**config.mk**
```make
export PLATFORM = sky130hd
export DESIGN_NAME = pwm_nbit
export DESIGN_NICKNAME = d
export VERILOG_FILES = /design/src/rtl/pwm_nbit.sv
export SDC_FILE = /design/constraint.sdc
export NUM_CORES = 1
export LEC_CHECK = 0
export ABC_AREA = 1
export BUFFER_PORTS_ARGS = -buffer_cell sky130_fd_sc_hd__buf_2
export CORE_MARGIN = 2
export CORE_UTILIZATION = 58
export DETAILED_ROUTE_END_ITERATION = 12
export PLACE_DENSITY_LB_ADDON = 0.05
export SYNTH_ARGS = -nofsm -noshare
export SYNTH_HDL_FRONTEND = slang
export SYNTH_SLANG_ARGS = --single-unit
```
**constraint.sdc**
```tcl
create_clock -name clk_i -period 2.7 [get_ports clk_i]
set_input_delay 0.405 -clock clk_i [delete_from_list [all_inputs] [get_ports clk_i]]
set_output_delay 0.405 -clock clk_i [all_outputs]
set_load 0.05 [all_outputs]
```
**src/rtl/pwm_nbit.sv**
```systemverilog
// -----------------------------------------------------------------------------
// pwm_nbit
//
// Fixed-frequency n-bit pulse-width modulator. The period is 2^n clock cycles
// and the output is high for the first d cycles of each period. d is a shadow
// copy of pw_i taken only at the period boundary. A duty change therefore
// never truncates or stretches the pulse that is already in progress.
//
// Ports:
//   clk_i     in   1   sole clock, rising edge
//   resetn_i  in   1   synchronous reset, active low
//   pw_i      in   n   requested pulse width in cycles (0 .. 2^n-1)
//   pwm_o     out  1   registered PWM waveform, pwm_o == (cnt < d)
// -----------------------------------------------------------------------------
module pwm_nbit #(
  parameter int n = 8
) (
  input  logic         clk_i,
  input  logic         resetn_i,
  input  logic [n-1:0] pw_i,
  output logic         pwm_o
);

  localparam logic [n-1:0] CntMax = '1;

  logic [n-1:0] cnt_q, cnt_d;
  logic [n-1:0] duty_q, duty_d;
  logic         pwm_q, pwm_d;

  always_comb begin
    // NOTE: every always_comb output gets a default first so no path can
    // leave it unassigned and infer a latch.
    cnt_d  = cnt_q + n'(1);
    duty_d = duty_q;
    // The shadow register is loaded on the wrap edge only, so the period that
    // starts at cnt == 0 sees the pw_i value present at that boundary.
    if (cnt_q == CntMax) begin
      duty_d = pw_i;
    end
    // Compare against the next-state values so the registered output lines up
    // with the counter value it describes, without a cycle of lag.
    pwm_d = (cnt_d < duty_d);
  end

  always_ff @(posedge clk_i) begin
    // NOTE: sequential state uses non-blocking assignments so every flop
    // samples the pre-edge values regardless of statement order.
    if (!resetn_i) begin
      cnt_q  <= '0;
      duty_q <= '0;
      pwm_q  <= 1'b0;
    end else begin
      cnt_q  <= cnt_d;
      duty_q <= duty_d;
      pwm_q  <= pwm_d;
    end
  end

  assign pwm_o = pwm_q;

endmodule

```
==> Yosys cells after proc, flatten, opt, wreduce, memory -nomap -nowiden <==
Cells that the tools add are included.
W data, S select, Z words.
{ "totals": {"reg_bits": 17, "latch_bits": 0, "mem_bits_rw": 0, "rom_bits": 0, "in_bits": 10, "out_inout_bits": 1, "elab_cells": 7, "n_memories": 0} }
{ "classes": {"addsub": 1, "mul": 0, "div": 0, "n_lt_le_gt_ge": 1, "eq_ne": 1, "n_shift": 0, "muxes": 1, "n_bitwise": 0, "n_reduce_logical": 0} }
{ "op_table": {"columns": ["op", "count"], "rows": [
  ["$add A8 B1 Y8 const B", 1],
  ["$eq A8 B8 Y1 const B", 1],
  ["$lt A8 B8 Y1", 1],
  ["$mux W8", 1]
]} }

==> Longest topological paths before layout <==
{ "depth": {"ltp_word": 3, "ltp_mapped": 11} }

==> Least setup slack after synthesis <==
OpenSTA, ideal clock, no wires.
{ "synth_timing": {"kind": "flip-flop to flip-flop", "startpoint": "reg cnt_q[0]", "endpoint": "reg pwm_q (netlist: pwm_o)", "setup_time_ps": 66, "arrival_ps": 1677, "path_slack_ps": 957, "stages_incl_launch_ff": 10, "path_buffers": 0, "cell_sequence": "dfxtp_1 -> ha_1 -> nand2_2 -> nor2_4 -> nand2_4 -> mux2i_1 -> ha_1 -> a21oi_1 -> o211ai_1 -> a21oi_2"} }
{ "synth_between": {"elab_chain_len": 3} }
{ "synth_rtl": {"columns": ["element", "line", "text"], "rows": [
  ["start, declared", "26", "logic [n-1:0] cnt_q, cnt_d;"],
  ["start signal, assigned", "53", "cnt_q <= cnt_d;"],
  ["branches (longest 2 deep; another with $add A8 B1 Y8)", null, null],
  ["$lt A8 B8 Y1 *", "42", "pwm_d = (cnt_d < duty_d);"],
  ["end signal, assigned", "55", "pwm_q <= pwm_d;"],
  ["end, declared", "28", "logic pwm_q, pwm_d;"]
]} }
Mark *: on every way between the ends.
A chain may end at the register's enable or synchronous reset.

==> Worst setup path in the final report <==
Same ends and word-level chain as after synthesis.

==> flow_summary.json <==
{
  "ant_nets": 0,
  "yosys-top-cells-count": "18 x nor2_1, 17 x dfxtp_1, 15 x nand2_1",
  "drive_above_1_share": 0.1858,
  "clk_pin_slew_worst_paths_ns": 0.10,
  "row_count": 13,
  "cts_hold_buffers": 0,
  "synth_fp_nets": 118,
  "ios": 11,
  "min_from": "resetn_i",
  "timing.rr.start": "cnt_q[0]",
  "placedCellCount": 124,
  "dieArea_um2": 1789,
  "syn_area_um2": 850.8,
  "grt_remaining_overflow": 0,
  "die_w_um": 42.30,
  "rsz0062_at_grt": "false",
  "diodes": 0,
  "worstHoldEndpoint": "cnt_q[1]",
  "hold_depth": 3,
  "htreeDepth": 1,
  "grt_max_degree": 16,
  "path_class": "reg -> reg",
  "min-delay-path-class": "in -> reg",
  "cp_data_arrival_time_ns": 2.16,
  "tns_ns": 0,
  "syn_to_final_growth_pct": 10.74,
  "wirelength_um": 1345,
  "via_per_inst": 5.125,
  "pre_cts_slack_ns": 0.7730,
  "final_hold_viol_count": 0,
  "finalSetupViolations": 0,
  "antenna_found_initial": 0,
  "utilization": 0.7064,
  "slew_headroom": 0.6882,
  "crit_path_start_kind": "flip-flop",
  "cts_inserted_buffers": 3,
  "drc": 0,
  "place.gp.congestion": 0.7558,
  "async_reset_ff_frac": 0,
  "portBuffers": 10,
  "status": "finished, final reports clean",
  "drt-wirelength-per-cell_um": 10.51,
  "maxSlewViolCount": 0,
  "first_iter_violations": 6,
  "hold_ws_ns": 0.3446,
  "ys_seq_area_frac": 0.4000,
  "die_h_um": 42.30,
  "synth-edff-count": 0,
  "cts_setup_buffers": 0,
  "post-synth-top-count-cell": "nor2_1",
  "maxCapViolCount": 0,
  "yosysWarnings": 0,
  "cts_resized": 0,
  "power_leakage_nw": 0.4941,
  "final-instance-count-excl-fill": 128,
  "fillers": 109,
  "r2r_setup_slack_ns": 0.76,
  "synth-main-ff-cell": "dfxtp_1",
  "setup_ws_ns": 0.7614,
  "synth_largest_area_cell": "dfxtp_1",
  "period_needed_ns": 1.939,
  "cts.sinks": 17,
  "fin_worst_skew_ns": 0.003990,
  "worstSkewPairLatency_ns": 0.28,
  "synth_top_area_frac": 0.4000,
  "nNetsFinal": 132,
  "p_per_area_nw_per_um2": 468.6,
  "syn_area_per_cell_um2": 8.508,
  "cts_root_buf": "clkbuf_4",
  "vias": 656,
  "grt_pass1_vias": 567,
  "worstMarginPinSlew_ns": 0.4673,
  "max_freq_mhz": 515.8,
  "place_hpwl_um": 1045,
  "synth.top_cells.by_area": "dfxtp_1 40%, ha_1 12%, mux2i_1 8.2%, nor2_1 7.9%, nand2_1 6.6%",
  "fp.coreArea_um2": 1334,
  "r2r-end": "pwm_o",
  "dr.pass1.iters": 4,
  "worst_setup_path_end_kind": "flip-flop",
  "crit_path_max_fanout": 8,
  "start_util": 0.6379,
  "vdd_ir_drop_max_uv": 331.4,
  "syn-instance-count": 100,
  "period_share": 0.7180,
  "cts.path.max_buffers": 2,
  "worst_ep_required_time_ns": 2.93,
  "cts_tree": "done",
  "ff2ff_path_depth": 9,
  "track_usage": 0.1677,
  "grt_pass1_wl_um": 2311,
  "ys_ff_latch": 17,
  "ys_types": 20
}
-- area by class of cell --
class	count	area (um2)	area share
clock buffers	4	26.28	0.02789
inverters	12	45.04	0.04781
multi-input cells	70	461.7	0.4900
flip-flops and latches	17	340.3	0.3612
well taps	15	18.77	0.01992
repair buffers	10	50.05	0.05312
-- power by group --
part           internal (mW)  switching [mW]
Clock                 0.0573          0.0784
Sequential             0.257         0.00440
Combinational         0.0174          0.0275
Total                  0.331           0.110
-- stage by stage --
stage	cell area [um2]	power, mW
after CTS	942.2	0.4444
after global placement	915.9	0.3109
final	942.2	0.4415
after detailed placement	915.9	0.3122
after floorplan	850.8	0.2976
after global routing	942.2	0.4608
-- how the worst max path moves through the flow --
stage,start,to,slack [ns],depth (start not counted)
floorplan,cnt_q[0],pwm_o,0.96,9
CTS,cnt_q[0],pwm_o,0.74,9
global route,cnt_q[0],pwm_o,0.58,9
finish,cnt_q[0],pwm_o,0.76,9
global placement,cnt_q[0],pwm_o,0.84,9
detailed placement,cnt_q[0],pwm_o,0.77,9
-- kinds of logic (layout without fill, tap and decap cells) --
group / after synthesis / after routing / share of synthesized area
and+or+nand+nor: 46 / 46 / 0.2691
muxes: 7 / 7 / 0.08236
buffers and inverters: 13 / 26 / 0.05734
adders and majority gates: 8 / 8 / 0.1177
AOI/OAI and AO/OA: 6 / 6 / 0.04265
DFF: 17 / 17 / 0.4000
xor gates and xnor gates: 3 / 3 / 0.03089
-- sequential cells by signal, indices dropped and copies added, names as in the netlist --
signal,flops
cnt_q,8
duty_q,8
pwm_o,1
-- critical path, stage by stage, from the launching register on --
cell and delay, ns:
dfxtp_1 0.43, ha_1 0.21, nand2_2 0.09, nor2_4 0.14
nand2_4 0.13, mux2i_1 0.24, ha_1 0.28, a21oi_1 0.16
o211ai_1 0.11, a21oi_2 0.10
-- metal layers --
layer / global-route usage / vias to the layer above / routed length, um
met3: 0.02586 / 2 / 38
li1: - / 348 / -
met1: 0.2193 / 298 / 645
met5: 0 / - / 0
met4: 0.05625 / 0 / 14
met2: 0.2800 / 8 / 646
-- placed cells by master, fill, tap and decap left out --
| master | Yosys | layout |
|---|---|---|
| nand3_1 | 2 | 2 |
| a21oi_2 | 1 | 1 |
| xor2_1 | 1 | 1 |
| dfxtp_1 | 17 | 17 |
| buf_2 | 0 | 10 |
| nor3b_2 | 1 | 1 |
| nor2_4 | 2 | 2 |
| nand2_4 | 2 | 2 |
| clkbuf_1 | 1 | 1 |
| mux2i_1 | 7 | 7 |
| nand4_1 | 1 | 1 |
| ha_1 | 8 | 8 |
| xnor2_1 | 2 | 2 |
| nand3_2 | 1 | 1 |
| a21oi_1 | 4 | 4 |
| o211ai_1 | 1 | 1 |
| nor2_1 | 18 | 18 |
| inv_1 | 12 | 12 |
| nand2_2 | 1 | 1 |
| nor3_1 | 3 | 3 |
| nand2_1 | 15 | 15 |
| clkbuf_4 | 0 | 3 |
No activity file was read; power rests on OpenSTA's default activity.
